File: src/rtl/noc_pkg.sv
// Shared NoC definitions: packetizer FSM states and header field layout.
// The router arbiter decodes headers with the same offset helpers.
package noc_pkg;

   typedef enum logic [1:0] {
      PKT_IDLE    = 2'd0,
      PKT_HEADER  = 2'd1,
      PKT_PAYLOAD = 2'd2
   } pkt_state_e;

   // Header layout from bit 0 upward: dest_x, dest_y, src_x, src_y, len, zero fill.
   function automatic int hdr_dest_x_lsb();
      return 0;
   endfunction

   function automatic int hdr_dest_y_lsb(input int x_w);
      return x_w;
   endfunction

   function automatic int hdr_src_x_lsb(input int x_w, input int y_w);
      return x_w + y_w;
   endfunction

   function automatic int hdr_src_y_lsb(input int x_w, input int y_w);
      return 2 * x_w + y_w;
   endfunction

   function automatic int hdr_len_lsb(input int x_w, input int y_w);
      return 2 * x_w + 2 * y_w;
   endfunction

   function automatic int hdr_bits(input int x_w, input int y_w, input int len_w);
      return 2 * x_w + 2 * y_w + len_w;
   endfunction

endpackage

File: src/rtl/axis_if.sv
// Minimal AXI-Stream bundle: data, valid, ready, last and a one-bit user sideband.
interface axis_if #(
   parameter int DATA_WIDTH = 32
);
   logic [DATA_WIDTH-1:0] tdata;
   logic                  tvalid;
   logic                  tready;
   logic                  tlast;
   logic                  tuser;

   modport m (output tdata, output tvalid, output tlast, output tuser, input tready);
   modport s (input tdata, input tvalid, input tlast, input tuser, output tready);
endinterface

File: src/rtl/axis_packetizer.sv
// Wraps a payload stream into NoC packets: one header flit stamped with
// destination, source and length, followed by cmd_len payload flits.
//
// state       | meaning
// ------------+----------------------------------------------------------
// PKT_IDLE    | cmd_ready high, waiting for a packet command
// PKT_HEADER  | command latched, header goes into the output register
// PKT_PAYLOAD | forwarding payload beats, counter tracks remaining flits
module axis_packetizer
   import noc_pkg::*;
#(
   parameter int DATA_WIDTH              = 32,
   parameter int MAX_ROUTERS_X           = 4,
   parameter int MAX_ROUTERS_Y           = 4,
   parameter int ROUTER_X                = 0,
   parameter int ROUTER_Y                = 0,
   parameter int MAXIMUM_PACKAGES_NUMBER = 5,
   localparam int X_W   = $clog2(MAX_ROUTERS_X),
   localparam int Y_W   = $clog2(MAX_ROUTERS_Y),
   localparam int LEN_W = $clog2(MAXIMUM_PACKAGES_NUMBER)
) (
   input  logic             clk,
   input  logic             rst_n,
   input  logic             cmd_valid,
   output logic             cmd_ready,
   input  logic [X_W-1:0]   cmd_dest_x,
   input  logic [Y_W-1:0]   cmd_dest_y,
   input  logic [LEN_W-1:0] cmd_len,
   axis_if.s                in,
   axis_if.m                out,
   output logic             err_o
);

   localparam int OFF_DX  = hdr_dest_x_lsb();
   localparam int OFF_DY  = hdr_dest_y_lsb(X_W);
   localparam int OFF_SX  = hdr_src_x_lsb(X_W, Y_W);
   localparam int OFF_SY  = hdr_src_y_lsb(X_W, Y_W);
   localparam int OFF_LEN = hdr_len_lsb(X_W, Y_W);

   localparam logic [X_W-1:0]   SRC_X   = X_W'(ROUTER_X);
   localparam logic [Y_W-1:0]   SRC_Y   = Y_W'(ROUTER_Y);
   localparam logic [LEN_W-1:0] LEN_MAX = LEN_W'(MAXIMUM_PACKAGES_NUMBER - 1);
   localparam logic [LEN_W-1:0] LEN_ONE = LEN_W'(1);

   pkt_state_e state_q, state_d;

   logic [X_W-1:0]        dest_x_q;
   logic [Y_W-1:0]        dest_y_q;
   logic [LEN_W-1:0]      cnt_q;
   logic [DATA_WIDTH-1:0] tdata_q;
   logic                  tvalid_q;
   logic                  tlast_q;

   logic                  cmd_fire;
   logic                  len_ok;
   logic                  out_free;
   logic                  hdr_load;
   logic                  in_ready;
   logic                  beat_fire;
   logic [DATA_WIDTH-1:0] hdr;

   assign cmd_fire  = cmd_valid && cmd_ready;
   assign len_ok    = (cmd_len != '0) && (cmd_len <= LEN_MAX);
   assign out_free  = !tvalid_q || out.tready;
   assign beat_fire = in_ready && in.tvalid;

   // The counter still holds the latched length while in PKT_HEADER.
   always_comb begin
      hdr                        = '0;
      hdr[OFF_DX  +: X_W]        = dest_x_q;
      hdr[OFF_DY  +: Y_W]        = dest_y_q;
      hdr[OFF_SX  +: X_W]        = SRC_X;
      hdr[OFF_SY  +: Y_W]        = SRC_Y;
      hdr[OFF_LEN +: LEN_W]      = cnt_q;
   end

   always_ff @(posedge clk or negedge rst_n) begin
      if (!rst_n) state_q <= PKT_IDLE;
      else        state_q <= state_d;
   end

   always_comb begin
      state_d   = state_q;
      cmd_ready = 1'b0;
      in_ready  = 1'b0;
      hdr_load  = 1'b0;
      case (state_q)
         PKT_IDLE: begin
            cmd_ready = 1'b1;
            if (cmd_valid && len_ok) state_d = PKT_HEADER;
         end
         PKT_HEADER: begin
            if (out_free) begin
               hdr_load = 1'b1;
               state_d  = PKT_PAYLOAD;
            end
         end
         PKT_PAYLOAD: begin
            in_ready = out_free;
            if (in.tvalid && out_free && (cnt_q == LEN_ONE)) state_d = PKT_IDLE;
         end
         default: state_d = PKT_IDLE;
      endcase
   end

   always_ff @(posedge clk or negedge rst_n) begin
      if (!rst_n) begin
         dest_x_q <= '0;
         dest_y_q <= '0;
         cnt_q    <= '0;
         err_o    <= 1'b0;
         tdata_q  <= '0;
         tvalid_q <= 1'b0;
         tlast_q  <= 1'b0;
      end else begin
         err_o <= cmd_fire && !len_ok;

         if (cmd_fire && len_ok) begin
            dest_x_q <= cmd_dest_x;
            dest_y_q <= cmd_dest_y;
            cnt_q    <= cmd_len;
         end else if (beat_fire) begin
            cnt_q <= cnt_q - LEN_ONE;
         end

         // Single output register; a pending flit is only replaced once taken.
         if (hdr_load) begin
            tdata_q  <= hdr;
            tvalid_q <= 1'b1;
            tlast_q  <= 1'b0;
         end else if (beat_fire) begin
            tdata_q  <= in.tdata;
            tvalid_q <= 1'b1;
            tlast_q  <= (cnt_q == LEN_ONE);
         end else if (out.tready) begin
            tvalid_q <= 1'b0;
         end
      end
   end

   assign out.tdata  = tdata_q;
   assign out.tvalid = tvalid_q;
   assign out.tlast  = tlast_q;
   assign out.tuser  = 1'b0;
   assign in.tready  = in_ready;

endmodule
File: src/flat_wrapper.sv
// flat-port wrapper written by rule: the top's interface ports become plain ports
module axis_packetizer_flat import noc_pkg::*;
#(
   parameter int DATA_WIDTH              = 32,
   parameter int MAX_ROUTERS_X           = 4,
   parameter int MAX_ROUTERS_Y           = 4,
   parameter int ROUTER_X                = 0,
   parameter int ROUTER_Y                = 0,
   parameter int MAXIMUM_PACKAGES_NUMBER = 5,
   localparam int X_W   = $clog2(MAX_ROUTERS_X),
   localparam int Y_W   = $clog2(MAX_ROUTERS_Y),
   localparam int LEN_W = $clog2(MAXIMUM_PACKAGES_NUMBER)
)
  (clk, rst_n, cmd_valid, cmd_ready, cmd_dest_x, cmd_dest_y, cmd_len, err_o, in_tdata, in_tvalid, in_tlast, in_tuser, in_tready, out_tdata, out_tvalid, out_tlast, out_tuser, out_tready);
  axis_if #(.DATA_WIDTH(DATA_WIDTH)) in_i ();
  axis_if #(.DATA_WIDTH(DATA_WIDTH)) out_i ();
  input  logic clk;
  input  logic rst_n;
  input  logic cmd_valid;
  output logic cmd_ready;
  input  logic [X_W-1:0] cmd_dest_x;
  input  logic [Y_W-1:0] cmd_dest_y;
  input  logic [LEN_W-1:0] cmd_len;
  output logic err_o;
  input wire logic [$bits(in_i.tdata)-1:0] in_tdata;
  input wire logic [$bits(in_i.tvalid)-1:0] in_tvalid;
  input wire logic [$bits(in_i.tlast)-1:0] in_tlast;
  input wire logic [$bits(in_i.tuser)-1:0] in_tuser;
  output wire logic [$bits(in_i.tready)-1:0] in_tready;
  output wire logic [$bits(out_i.tdata)-1:0] out_tdata;
  output wire logic [$bits(out_i.tvalid)-1:0] out_tvalid;
  output wire logic [$bits(out_i.tlast)-1:0] out_tlast;
  output wire logic [$bits(out_i.tuser)-1:0] out_tuser;
  input wire logic [$bits(out_i.tready)-1:0] out_tready;
  assign in_i.tdata = in_tdata;
  assign in_i.tvalid = in_tvalid;
  assign in_i.tlast = in_tlast;
  assign in_i.tuser = in_tuser;
  assign in_tready = in_i.tready;
  assign out_tdata = out_i.tdata;
  assign out_tvalid = out_i.tvalid;
  assign out_tlast = out_i.tlast;
  assign out_tuser = out_i.tuser;
  assign out_i.tready = out_tready;
  axis_packetizer #(.DATA_WIDTH(DATA_WIDTH), .MAX_ROUTERS_X(MAX_ROUTERS_X), .MAX_ROUTERS_Y(MAX_ROUTERS_Y), .ROUTER_X(ROUTER_X), .ROUTER_Y(ROUTER_Y), .MAXIMUM_PACKAGES_NUMBER(MAXIMUM_PACKAGES_NUMBER)) u_core (.clk(clk), .rst_n(rst_n), .cmd_valid(cmd_valid), .cmd_ready(cmd_ready), .cmd_dest_x(cmd_dest_x), .cmd_dest_y(cmd_dest_y), .cmd_len(cmd_len), .in(in_i), .out(out_i), .err_o(err_o));
endmodule
File: config.mk
export PLATFORM = sky130hd
export DESIGN_NAME = axis_packetizer_flat
export DESIGN_NICKNAME = d
export VERILOG_FILES = /design/src/rtl/noc_pkg.sv /design/src/rtl/axis_if.sv /design/src/rtl/axis_packetizer.sv /design/src/flat_wrapper.sv
export SDC_FILE = /design/constraint.sdc
export NUM_CORES = 1
export LEC_CHECK = 0
export BUFFER_PORTS_ARGS = -buffer_cell sky130_fd_sc_hd__buf_2
export CAP_MARGIN = 20
export CORE_UTILIZATION = 50
export DETAILED_ROUTE_END_ITERATION = 10
export PLACE_DENSITY_LB_ADDON = 0.08
export SYNTH_ARGS = -nofsm -noshare
export SYNTH_HDL_FRONTEND = slang
export SYNTH_SLANG_ARGS = --single-unit
File: constraint.sdc
create_clock -name clk -period 4.86 [get_ports clk]
set_input_delay 0.729 -clock clk [delete_from_list [all_inputs] [get_ports clk]]
set_output_delay 0.729 -clock clk [all_outputs]
set_load 0.05 [all_outputs]
### After elaboration in Yosys (flattened, before gate mapping)

Index checks and enable logic that the tools add are counted.

* input bits: 46
* logic and storage cells: 50
* output and inout bits: 38
* bits in registers: 44

* reduce and logical (&&, ||, !) cells: 17
* magnitude comparators: 1
* eq/ne operators: 6
* mux-type cells: 17
* add/sub/neg operators: 1

Operator list (count)
* $mux W32: 2
* $mux W1: 9
* $logic_and A1 B1 Y1: 8
* $mux W2: 3
* $mux W3: 2
* $ne A2 B1 Y1 const B: 3
* $pmux W2 S3: 1
* $reduce_bool A3 Y1: 2
* $reduce_bool A2 Y1: 2
* $eq A3 B1 Y1 const B: 1
* $le A3 B3 Y1 const B: 1
* $reduce_and A3 Y1: 1
* $sub A3 B1 Y3 const B: 1
* $eq A2 B1 Y1 const B: 1
* $eq A2 B2 Y1 const B: 1
* $logic_not A1 Y1: 2
* $logic_not A2 Y1: 1
* $logic_or A1 B1 Y1: 1

### Depth between registers and ports, before layout

* depth in word-level cells: 6
* gate-level depth with buffers: 6
* mapped depth without buffers: 5

### Worst setup path before layout

OpenSTA, ideal clock, no wires.

* kind: register to output
* start: register u_core.tvalid_q (netlist: u_core.out.tvalid)
* end: output in_tready
* data required time: 4.131 ns
* stages on the path, launching flop included: 4
* setup slack: 2.448 ns
* buffers on the path: 1
* arrival time: 1.683 ns
* path through: dfrtp_1 > nor2b_1 > clkbuf_1 > nor2_1

* word-level cells in the longest chain between the ends: 3

RTL lines
* start, declared: RTL line axis_packetizer.sv:51 `logic tvalid_q;`
* start signal, assigned: RTL line axis_packetizer.sv:113 `tvalid_q <= 1'b0;`
* start signal, assigned: RTL line axis_packetizer.sv:129 `tvalid_q <= 1'b1;`
* start signal, assigned: RTL line axis_packetizer.sv:133 `tvalid_q <= 1'b1;`
* $logic_not A1 Y1: RTL line axis_packetizer.sv:64 `assign out_free = !tvalid_q || out.tready;`
* $logic_or A1 B1 Y1: RTL line axis_packetizer.sv:64
* $mux W1: RTL line axis_packetizer.sv:87 `case (state_q)`
* end, declared: RTL line flat_wrapper.sv:29 `output wire logic [$bits(in_i.tready)-1:0] in_tready;`

No other way between the ends.

### Final worst setup path

* start: input out_tready
* end: output in_tready

* word-level cells in the longest chain between the ends: 2

RTL lines
* start, declared: RTL line flat_wrapper.sv:34 `input wire logic [$bits(out_i.tready)-1:0] out_tready;`
* $logic_or A1 B1 Y1: RTL line axis_packetizer.sv:64
* $mux W1: RTL line axis_packetizer.sv:87

No other way between the ends.

==> impl_metrics.sql <==
INSERT INTO impl_metrics (metric_group, metric, value, unit) VALUES
('outcome', 'outcome', 'completed', ''),
('die', 'floorplan.die.width', '63.0', 'microns'),
('layout', 'fillerInstances', '276', ''),
('synthesis', 'synth_fp_nets', '195', ''),
('layout', 'finish.cell_count_without_fillers', '269', ''),
('timing', 'max_slew_margin', '37.6', '%'),
('layout', 'antenna_cells', '0', ''),
('synthesis', 'synth.yosys.seq_area_share', '59.3', '%'),
('clock_tree', 'clock_sinks', '44', ''),
('worst_hold_path', 'hp-class', 'reg2reg', ''),
('detailed_routing', 'via_count_of_the_routed_design', '1540', ''),
('layout', 'final_net_count', '272', ''),
('synthesis', 'synth_top_cell_area_share', '59.3', '%'),
('detailed_routing', 'drt_drc_violations_left', '0', ''),
('setup_path', 'critical-path-max-stage-delay', '0.21', 'ns'),
('timing', 'final-max-slew-violation-count', '0', ''),
('place', 'placedInstanceArea', '2270', 'sq um'),
('place', 'placed_cells_incl_taps', '263', ''),
('detailed_routing', 'antenna_left', '0', ''),
('layout', 'area_growth', '27.5', '%'),
('timing', 'timing.final.hold_violations', '0', ''),
('synthesis', 'async_reset_ff_share', '100', '%'),
('synthesis', 'netlist.top_cell.by_area', 'sky130_fd_sc_hd__dfrtp_1', ''),
('layout', 'drive_gt1_share', '46.2', '%'),
('setup_path', 'critical_path.most_common_cell', 'sky130_fd_sc_hd__buf_2', ''),
('grt', 'globalRoute.totalOverflow', '0', ''),
('clock_tree', 'clock_path_buffers', '2', ''),
('detailed_routing', 'routed_wirelength', '4320', 'microns'),
('timing', 'final.period_utilization', '44.2', '%'),
('pwr', 'fin_total_pwr', '1.79', 'mW'),
('clock_tree', 'clk_pin_slew_worst_paths', '0.07', 'ns'),
('place', 'gpl.final_weighted_congestion', '0.758', ''),
('grt', 'first_pass_grt_wire_length', '7300', 'microns'),
('grt', 'groute.usage.overall', '23.9', '%'),
('die', 'die_area', '3960', 'sq um'),
('setup_path', 'timing.setup.critical_path_class', 'in2out', ''),
('clock_tree', 'tritoncts_clock_tree', 'yes', ''),
('die', 'floorplan.initialDensity', '54.0', '%'),
('setup_path', 'endpoint_kind', 'output pin', ''),
('grt', 'vias_in_the_first_global_route', '1491', ''),
('detailed_routing', 'drt_first_pass_iters', '4', ''),
('timing', 'finalSetupViolCount', '0', ''),
('setup_path', 'critPathTopFamily', 'buffers and inverters', ''),
('place', 'place.port_buffers', '80', ''),
('detailed_routing', 'drt-initial-drc-count', '70', ''),
('setup_path', 'worstPathArrival', '1.42', 'ns'),
('timing', 'whs', '0.496', 'ns'),
('clock_tree', 'post_cts_resize_count', '0', ''),
('synthesis', 'synth_area_leaders', 'sky130_fd_sc_hd__dfrtp_1 (59%), sky130_fd_sc_hd__a22o_1 (12%), sky130_fd_sc_hd__o221a_2 (4.8%)', ''),
('synthesis', 'ys_dominant_reg_cell', 'sky130_fd_sc_hd__dfrtp_1', ''),
('place', 'dp_slack', '2.65', 'ns'),
('layout', 'final_cell_mix', 'sky130_fd_sc_hd__buf_2 (80), sky130_fd_sc_hd__dfrtp_1 (44), sky130_fd_sc_hd__a22o_1 (25), sky130_fd_sc_hd__or3_1 (8), sky130_fd_sc_hd__o221a_2 (8)', ''),
('clock_tree', 'cts-buffers-inserted', '5', ''),
('synthesis', 'syn_avg_cell_area', '12.6', 'sq um'),
('synthesis', 'number_of_enable_flip_flop_cells_after_synthesis', '0', ''),
('grt', 'largest_net_degree_at_the_start_of_global_routing', '45', ''),
('layout', 'final-seq-area', '1100', 'sq um'),
('timing', 'timing.final.crit_period', '2.15', 'ns'),
('die', 'rows', '21', ''),
('grt', 'grt_antenna_before_repair', '0', ''),
('setup_path', 'cells_along_the_critical_path', 'buf_2, nor2b_1, buf_4, nor2_1, buf_2', ''),
('timing', 'totalNegativeSetupSlack', '0', 'ns'),
('timing', 'maxClockFrequency', '466', 'MHz'),
('layout', 'final_common_cell', 'sky130_fd_sc_hd__buf_2', ''),
('setup_path', 'critPathRequiredTime', '4.13', 'ns'),
('setup_path', 'crit_path_max_fanout', '16', ''),
('clock_tree', 'worst_skew_pair.late_latency', '0.29', 'ns'),
('timing', 'unrepaired_setup_endpoints_after_global_routing', 'no', ''),
('timing', 'timing.final.ws_setup', '2.71', 'ns'),
('place', 'dp_hpwl', '3020', 'microns'),
('flow_run', 'cap_viol_max_count', '0', '');
[metal layers]
metal  global-route usage, %  share of wire, %  vias to the layer above
met5                       0                 0                        -
met4                    8.14               1.4                        0
met3                    6.02               6.0                        9
met2                    38.6                50                       58
met1                    31.3                43                      766
li1                        -                 -                      707
[cells by family after synthesis]
kind of cell / after synthesis / synth area share (%)
AO/OA/AOI/OAI: 46 / 21.6
flip-flops: 44 / 59.3
AND/OR/NAND/NOR: 36 / 11.7
buffers and inverters: 14 / 3.50
multiplexers: 4 / 2.42
adder cells (fa/ha/maj): 2 / 1.35
other: 1 / 0.202
[path summary, 6_finish.rpt]
kind                                       from                   end  cells after the start
min                        u_core.out.tdata[25]  u_core.out.tdata[25]                      1
min reg2reg                u_core.out.tdata[25]  u_core.out.tdata[25]                      1
max reg2reg                   u_core.state_q[1]  u_core.out.tdata[15]                      3
max in group asynchronous                 rst_n     u_core.out.tvalid                      1
min in group asynchronous                 rst_n      u_core.out.tlast                      1
max                                  out_tready             in_tready                      5
[flip-flops by register name, indices dropped and copies added (netlist names)]
register	flops
u_core.out.tdata	32
u_core.out.tvalid	1
u_core.cnt_q	3
u_core.dest_x_q	2
u_core.state_q	2
u_core.err_o	1
u_core.dest_y_q	2
u_core.out.tlast	1
[cell usage after synthesis (2+ instances only)]
cell type                  instances
sky130_fd_sc_hd__buf_2             7
sky130_fd_sc_hd__o31ai_1           2
sky130_fd_sc_hd__clkbuf_1          3
sky130_fd_sc_hd__a31oi_1           2
sky130_fd_sc_hd__nor2_1            5
sky130_fd_sc_hd__nand3_1           2
sky130_fd_sc_hd__nor3_1            3
sky130_fd_sc_hd__nand3b_1          2
sky130_fd_sc_hd__nand2_1           4
sky130_fd_sc_hd__ha_1              2
sky130_fd_sc_hd__inv_1             3
sky130_fd_sc_hd__mux2_2            4
sky130_fd_sc_hd__nand2b_1          3
sky130_fd_sc_hd__or3_1             8
sky130_fd_sc_hd__dfrtp_1          44
sky130_fd_sc_hd__o221a_2           8
sky130_fd_sc_hd__a22o_1           25
[power by group]
part / switching, mW / total [mW] / internal, mW
clock: 0.117 / 0.265 / 0.148
combinational: 0.650 / 0.920 / 0.269
sequential: 0.0958 / 0.610 / 0.514
[worst reg2reg max path: stages (launching register included)]
cell                      delay, ns
sky130_fd_sc_hd__dfrtp_1       0.51
sky130_fd_sc_hd__nor2b_2       0.29
sky130_fd_sc_hd__and3_1        0.78
sky130_fd_sc_hd__a22o_1        0.27
[area by class of cell]
cell class,instances,area share [%]
multi-input combinational,89,29.2
timing repair buffer,81,17.2
inverter,3,0.475
clock inverter,1,1.27
tap,46,2.43
sequential,44,46.5
clock buffer,5,2.91
Note: power is estimated with default switching activity, not from simulation.
